===== config.mk =====
export PLATFORM = sky130hd
export DESIGN_NAME = crossbar_slave_responder
export DESIGN_NICKNAME = d
export VERILOG_FILES = /design/src/rtl/crossbar_slave_responder.sv
export SDC_FILE = /design/constraint.sdc
export NUM_CORES = 1
export LEC_CHECK = 0
export ABC_AREA = 1
export CORE_AREA = 10 10 271 273
export DETAILED_ROUTE_END_ITERATION = 7
export DIE_AREA = 0 0 281 283
export PLACE_DENSITY = 0.68
export SLEW_MARGIN = 0
export SYNTH_ARGS = -nofsm -noshare
export SYNTH_HDL_FRONTEND = slang
export SYNTH_SLANG_ARGS = --single-unit

===== constraint.sdc =====
create_clock -name clk -period 3.1 [get_ports clk]
set_clock_uncertainty 0.2 [all_clocks]
set_input_delay 0.93 -clock clk [delete_from_list [all_inputs] [get_ports clk]]
set_output_delay 0.93 -clock clk [all_outputs]
set_load 0.1 [all_outputs]

===== src/rtl/crossbar_slave_responder.sv =====
// Crossbar slave responder: a small word-addressed memory behind a 4-phase
// req/ack handshake. A request is captured in IDLE, waits WAIT_CYCLES, then
// the access is performed from the captured copy and aack is raised.
//
// state | meaning
// ------+--------------------------------------------------------------
// IDLE  | waiting for rreq; captures address/command/data on acceptance
// WAIT  | wait-state countdown before the access
// ACK   | first cycle performs the access and raises aack; then aack is
//       | held until rreq is seen low
// REL   | one dead cycle after aack falls; requests are not accepted here
module crossbar_slave_responder #(
   parameter int DATA_W      = 32,
   parameter int DEPTH       = 16,
   parameter int WAIT_CYCLES = 2
) (
   input  logic              clk,
   input  logic              reset,
   input  logic              rreq,
   input  logic [31:0]       aaddr,
   input  logic              ccmd,
   input  logic [DATA_W-1:0] wwdata,
   output logic              aack,
   output logic [DATA_W-1:0] rrdata,
   output logic              err,
   output logic [7:0]        txn_count
);

   localparam int AW = (DEPTH > 1) ? $clog2(DEPTH) : 1;
   localparam logic [3:0] WAIT_LOAD = 4'((WAIT_CYCLES > 0) ? (WAIT_CYCLES - 1) : 0);
   localparam logic [DATA_W-1:0] BAD_WORD = DATA_W'(32'hDEAD_BEEF);

   typedef enum logic [1:0] {IDLE, WAIT, ACK, REL} state_t;

   state_t            state, state_nx;
   logic [3:0]        wait_cnt, wait_nx;
   logic [29:0]       cap_addr;
   logic              cap_cmd;
   logic [DATA_W-1:0] cap_data;
   logic [DATA_W-1:0] mem [DEPTH];

   logic              range_bad;
   logic [AW-1:0]     word_idx;
   logic              access_go;
   logic              release_go;
   logic              unused_sel;

   // Crossbar port select bits carry no meaning inside the slave.
   assign unused_sel = ^aaddr[31:30];

   assign range_bad  = ((cap_addr >> (AW + 2)) != '0) || (cap_addr[1:0] != 2'b00);
   assign word_idx   = cap_addr[AW+1:2];
   // The access happens on the first edge spent in ACK, which is also the
   // edge that raises aack; this gives WAIT_CYCLES+1 edges of latency.
   assign access_go  = (state == ACK) && !aack;
   assign release_go = (state == ACK) && aack && !rreq;

   // State and wait-counter register.
   always_ff @(posedge clk) begin
      if (reset) begin
         state    <= IDLE;
         wait_cnt <= 4'd0;
      end else begin
         state    <= state_nx;
         wait_cnt <= wait_nx;
      end
   end

   // Next-state logic and wait countdown.
   always_comb begin
      state_nx = state;
      wait_nx  = wait_cnt;
      case (state)
         IDLE: begin
            if (rreq) begin
               if (WAIT_CYCLES > 0) begin
                  state_nx = WAIT;
                  wait_nx  = WAIT_LOAD;
               end else begin
                  state_nx = ACK;
               end
            end
         end
         WAIT: begin
            if (wait_cnt == 4'd0) state_nx = ACK;
            else                  wait_nx  = wait_cnt - 4'd1;
         end
         ACK: begin
            if (release_go) state_nx = REL;
         end
         REL: begin
            state_nx = IDLE;
         end
         default: state_nx = IDLE;
      endcase
   end

   // Request capture; later input changes never reach the access.
   always_ff @(posedge clk) begin
      if (reset) begin
         cap_addr <= '0;
         cap_cmd  <= 1'b0;
         cap_data <= '0;
      end else if (state == IDLE && rreq) begin
         cap_addr <= aaddr[29:0];
         cap_cmd  <= ccmd;
         cap_data <= wwdata;
      end
   end

   // Memory access, handshake outputs and transaction counter.
   always_ff @(posedge clk) begin
      if (reset) begin
         aack      <= 1'b0;
         err       <= 1'b0;
         rrdata    <= '0;
         txn_count <= 8'd0;
         for (int i = 0; i < DEPTH; i++) mem[i] <= '0;
      end else if (access_go) begin
         aack      <= 1'b1;
         err       <= range_bad;
         txn_count <= txn_count + 8'd1;
         if (cap_cmd) begin
            if (!range_bad) mem[word_idx] <= cap_data;
         end else begin
            rrdata <= range_bad ? BAD_WORD : mem[word_idx];
         end
      end else if (release_go) begin
         aack <= 1'b0;
         err  <= 1'b0;
      end
   end

endmodule


==> results.ini <==
[outcome]
status = completed

[synthesis]
yosysSeqAreaShare = 0.6557
yosys.area.top_type_share = 0.5703
muxShareOfSynthArea = 0
ys_types = 24
syn_area_um2 = 26960
syn_nets = 2906
synth_compound_area_frac = 0.06818
synth-simple-area-share = 0.2297
synthTopCellsByArea = edfxtp_1 57%, nor2_1 14%, dfxtp_1 8.5%, o21ai_0 5.3%, nand3_1 5.1%
syn-mean-instance-area_um2 = 9.519
yosys_warnings = 0
synth_area_leader_cell = edfxtp_1
netlist_instances = 2832
synth_fa_ha_area_frac = 0.002785
synth_xor_area_frac = 0.0003249
ys_ff_latch = 627
synth_top_family_by_area = simple AND/OR/NAND/NOR gates

[hold_path]
worstHoldEndpoint = cap_addr[28]
hold_depth = 2
hp-start = cap_addr[28]
worstHoldPathType = reg -> reg

[route]
vias = 20580
first_iter_violations = 2507
drtPass1Iterations = 5
postRouteAntennaNets = 0
vias_per_cell = 5.388
drt-total-wl_um = 78670
drcViolationCount = 0
wl_per_cell_um = 20.60

[layout]
diodes = 0
fin_util = 0.4620
areaGrowthSynthToFinish_pct = 16.73
layout_commonest_cell = nor2_1
layout_common_cells = 994 x nor2_1, 512 x edfxtp_1, 288 x o21ai_0
fillers = 6208
layout.nets = 2958
drive_gt1_frac = 0.09499
final_area_um2 = 31470

[worst_setup_path]
required_ps = 3220
path_max_fanout = 18
critPathKind = reg -> reg
timing.rr.end = mem[8][15]
critPathCaptureType = flip-flop
ff2ff_path_depth = 12
cp-start-kind = flip-flop
r2r-start = state[0]
rrSetupSlack_ps = 460
worstPathArrival_ps = 2770

[clock_tree]
cts_root_buffer = clkbuf_16
h-tree-depth = 2
cts_hold_buf = 0
path_clk_slew_ps = 60
post_cts.repair.setup_buffers = 0
cts.sinks = 627
clk_latency_ps = 650
cts_resized = 0
cts-buffers-inserted = 61
cts_tree = yes
cts_buffer_depth = 3

[sta]
rsz0062_at_grt = no
setup_viol = 0
fmax_ghz = 0.3781
tns_ps = 0
slew_violations = 0
min_period_ps = 2645
period_share = 0.8532
tightest_slew_ps = 903.3
hold_viol = 0
worst_slew_margin_rel = 0.3978
hold_slack_ps = 254.3

[pwr]
vdd_drop_max_mv = 0.4851
total_power_uw = 23090
p_leak_uw = 0.01135
power_density_nw_per_um2 = 733.7

[run]
cap_viol_max_count = 0

[placement]
place_area_um2 = 29470
gp_congestion = 0.8275
post-dp-hpwl_um = 46460
numPortBuffers = 107

[grt]
antenna_found_initial = 1
grt_pass1_vias = 19480
grt_pass1_wl_um = 118300
grt_usage = 0.1928
overflow = 0
grt_max_degree = 134

[floorplan]
dieArea_um2 = 79520
core-area_um2 = 68110
rows = 96
io_pins = 110
start_util = 0.3958
die_x_um = 281
die_y_um = 283

cells in the mapped netlist:
cell type / instances
buf_4: 1
dfxtp_1: 115
buf_1: 26
clkinv_1: 34
nor2_1: 995
nand4_1: 11
nor2_2: 1
clkbuf_1: 185
edfxtp_1: 512
a21oi_1: 73
inv_1: 50
ha_1: 6
a211oi_1: 2
nand3_1: 274
xnor2_1: 1
nand2_1: 231
nor3_1: 4
o211a_1: 1
o21ai_0: 288
inv_2: 2
nand4_2: 8
buf_2: 9
a31oi_1: 1
nor2_4: 2
routing by layer:
| layer | track usage | routed length, µm |
|---|---|---|
| met1 | 0.2631 | 33070 |
| met2 | 0.3005 | 35520 |
| met3 | 0.03913 | 7667 |
| met4 | 0.06802 | 2407 |
| met5 | 0 | 0 |
flip-flops by register name (all words and copies together) (netlist names), named ones only:
name       flops
err            1
rrdata        32
state          2
mem          512
cap_data      32
cap_cmd        1
txn_count      8
cap_addr      30
wait_cnt       4
aack           1
stage by stage:
stage	instances	setup slack (ps)
floorplan	2832	-84.49
global placement	3700	134.4
detailed placement	3700	75.89
CTS	3816	134.4
global route	3819	327.6
finish	3819	455.0
power by group:
| part | total (µW) | internal (µW) | leakage [µW] | switching (µW) |
|---|---|---|---|---|
| clock | 7230 | 4050 | 0.000975 | 3180 |
| combinational | 5940 | 1540 | 0.00414 | 4400 |
| sequential | 9920 | 9670 | 0.00623 | 250 |
| total | 23100 | 15300 | 0.0113 | 7830 |
logic make-up after synthesis:
family                   count (synthesis)
flip-flops                             627
buffers and inverters                  307
adder cells (fa/ha/maj)                  6
AND/OR/NAND/NOR                       1526
XOR/XNOR                                 1
AO/OA/AOI/OAI                          365
final cells by class:
type,instances,area (µm²),share of cell area
multi-input combinational,1898,8168,0.2596
tap,882,1104,0.03507
sequential,627,17690,0.5621
inverter,86,332.8,0.01058
timing repair buffer,210,2215,0.07038
clock buffer,90,1777,0.05646
clock inverter,26,183.9,0.005845
critical path, cell delays in order (launching register included):
cell and delay [ps]:
dfxtp_1 320, inv_1 110, ha_1 210, inv_2 80, nor2_4 190, nand3_1 100
nor2_1 110, nand2_1 90, nor2_4 110, buf_12 150, nand4_1 230, nand2_2 210
buf_12 230
worst max path at each step:
stage / startpoint / end / cells past startpoint
2_1_floorplan: reset / mem[11][0] / 5
3_3_place_gp: reset / mem[8][3] / 6
3_5_place_dp: reset / mem[8][14] / 6
4_1_cts: state[0] / mem[8][13] / 11
5_1_grt: state[0] / mem[8][13] / 12
6_report: state[0] / mem[8][15] / 12
(Power assumes the default switching activity.)
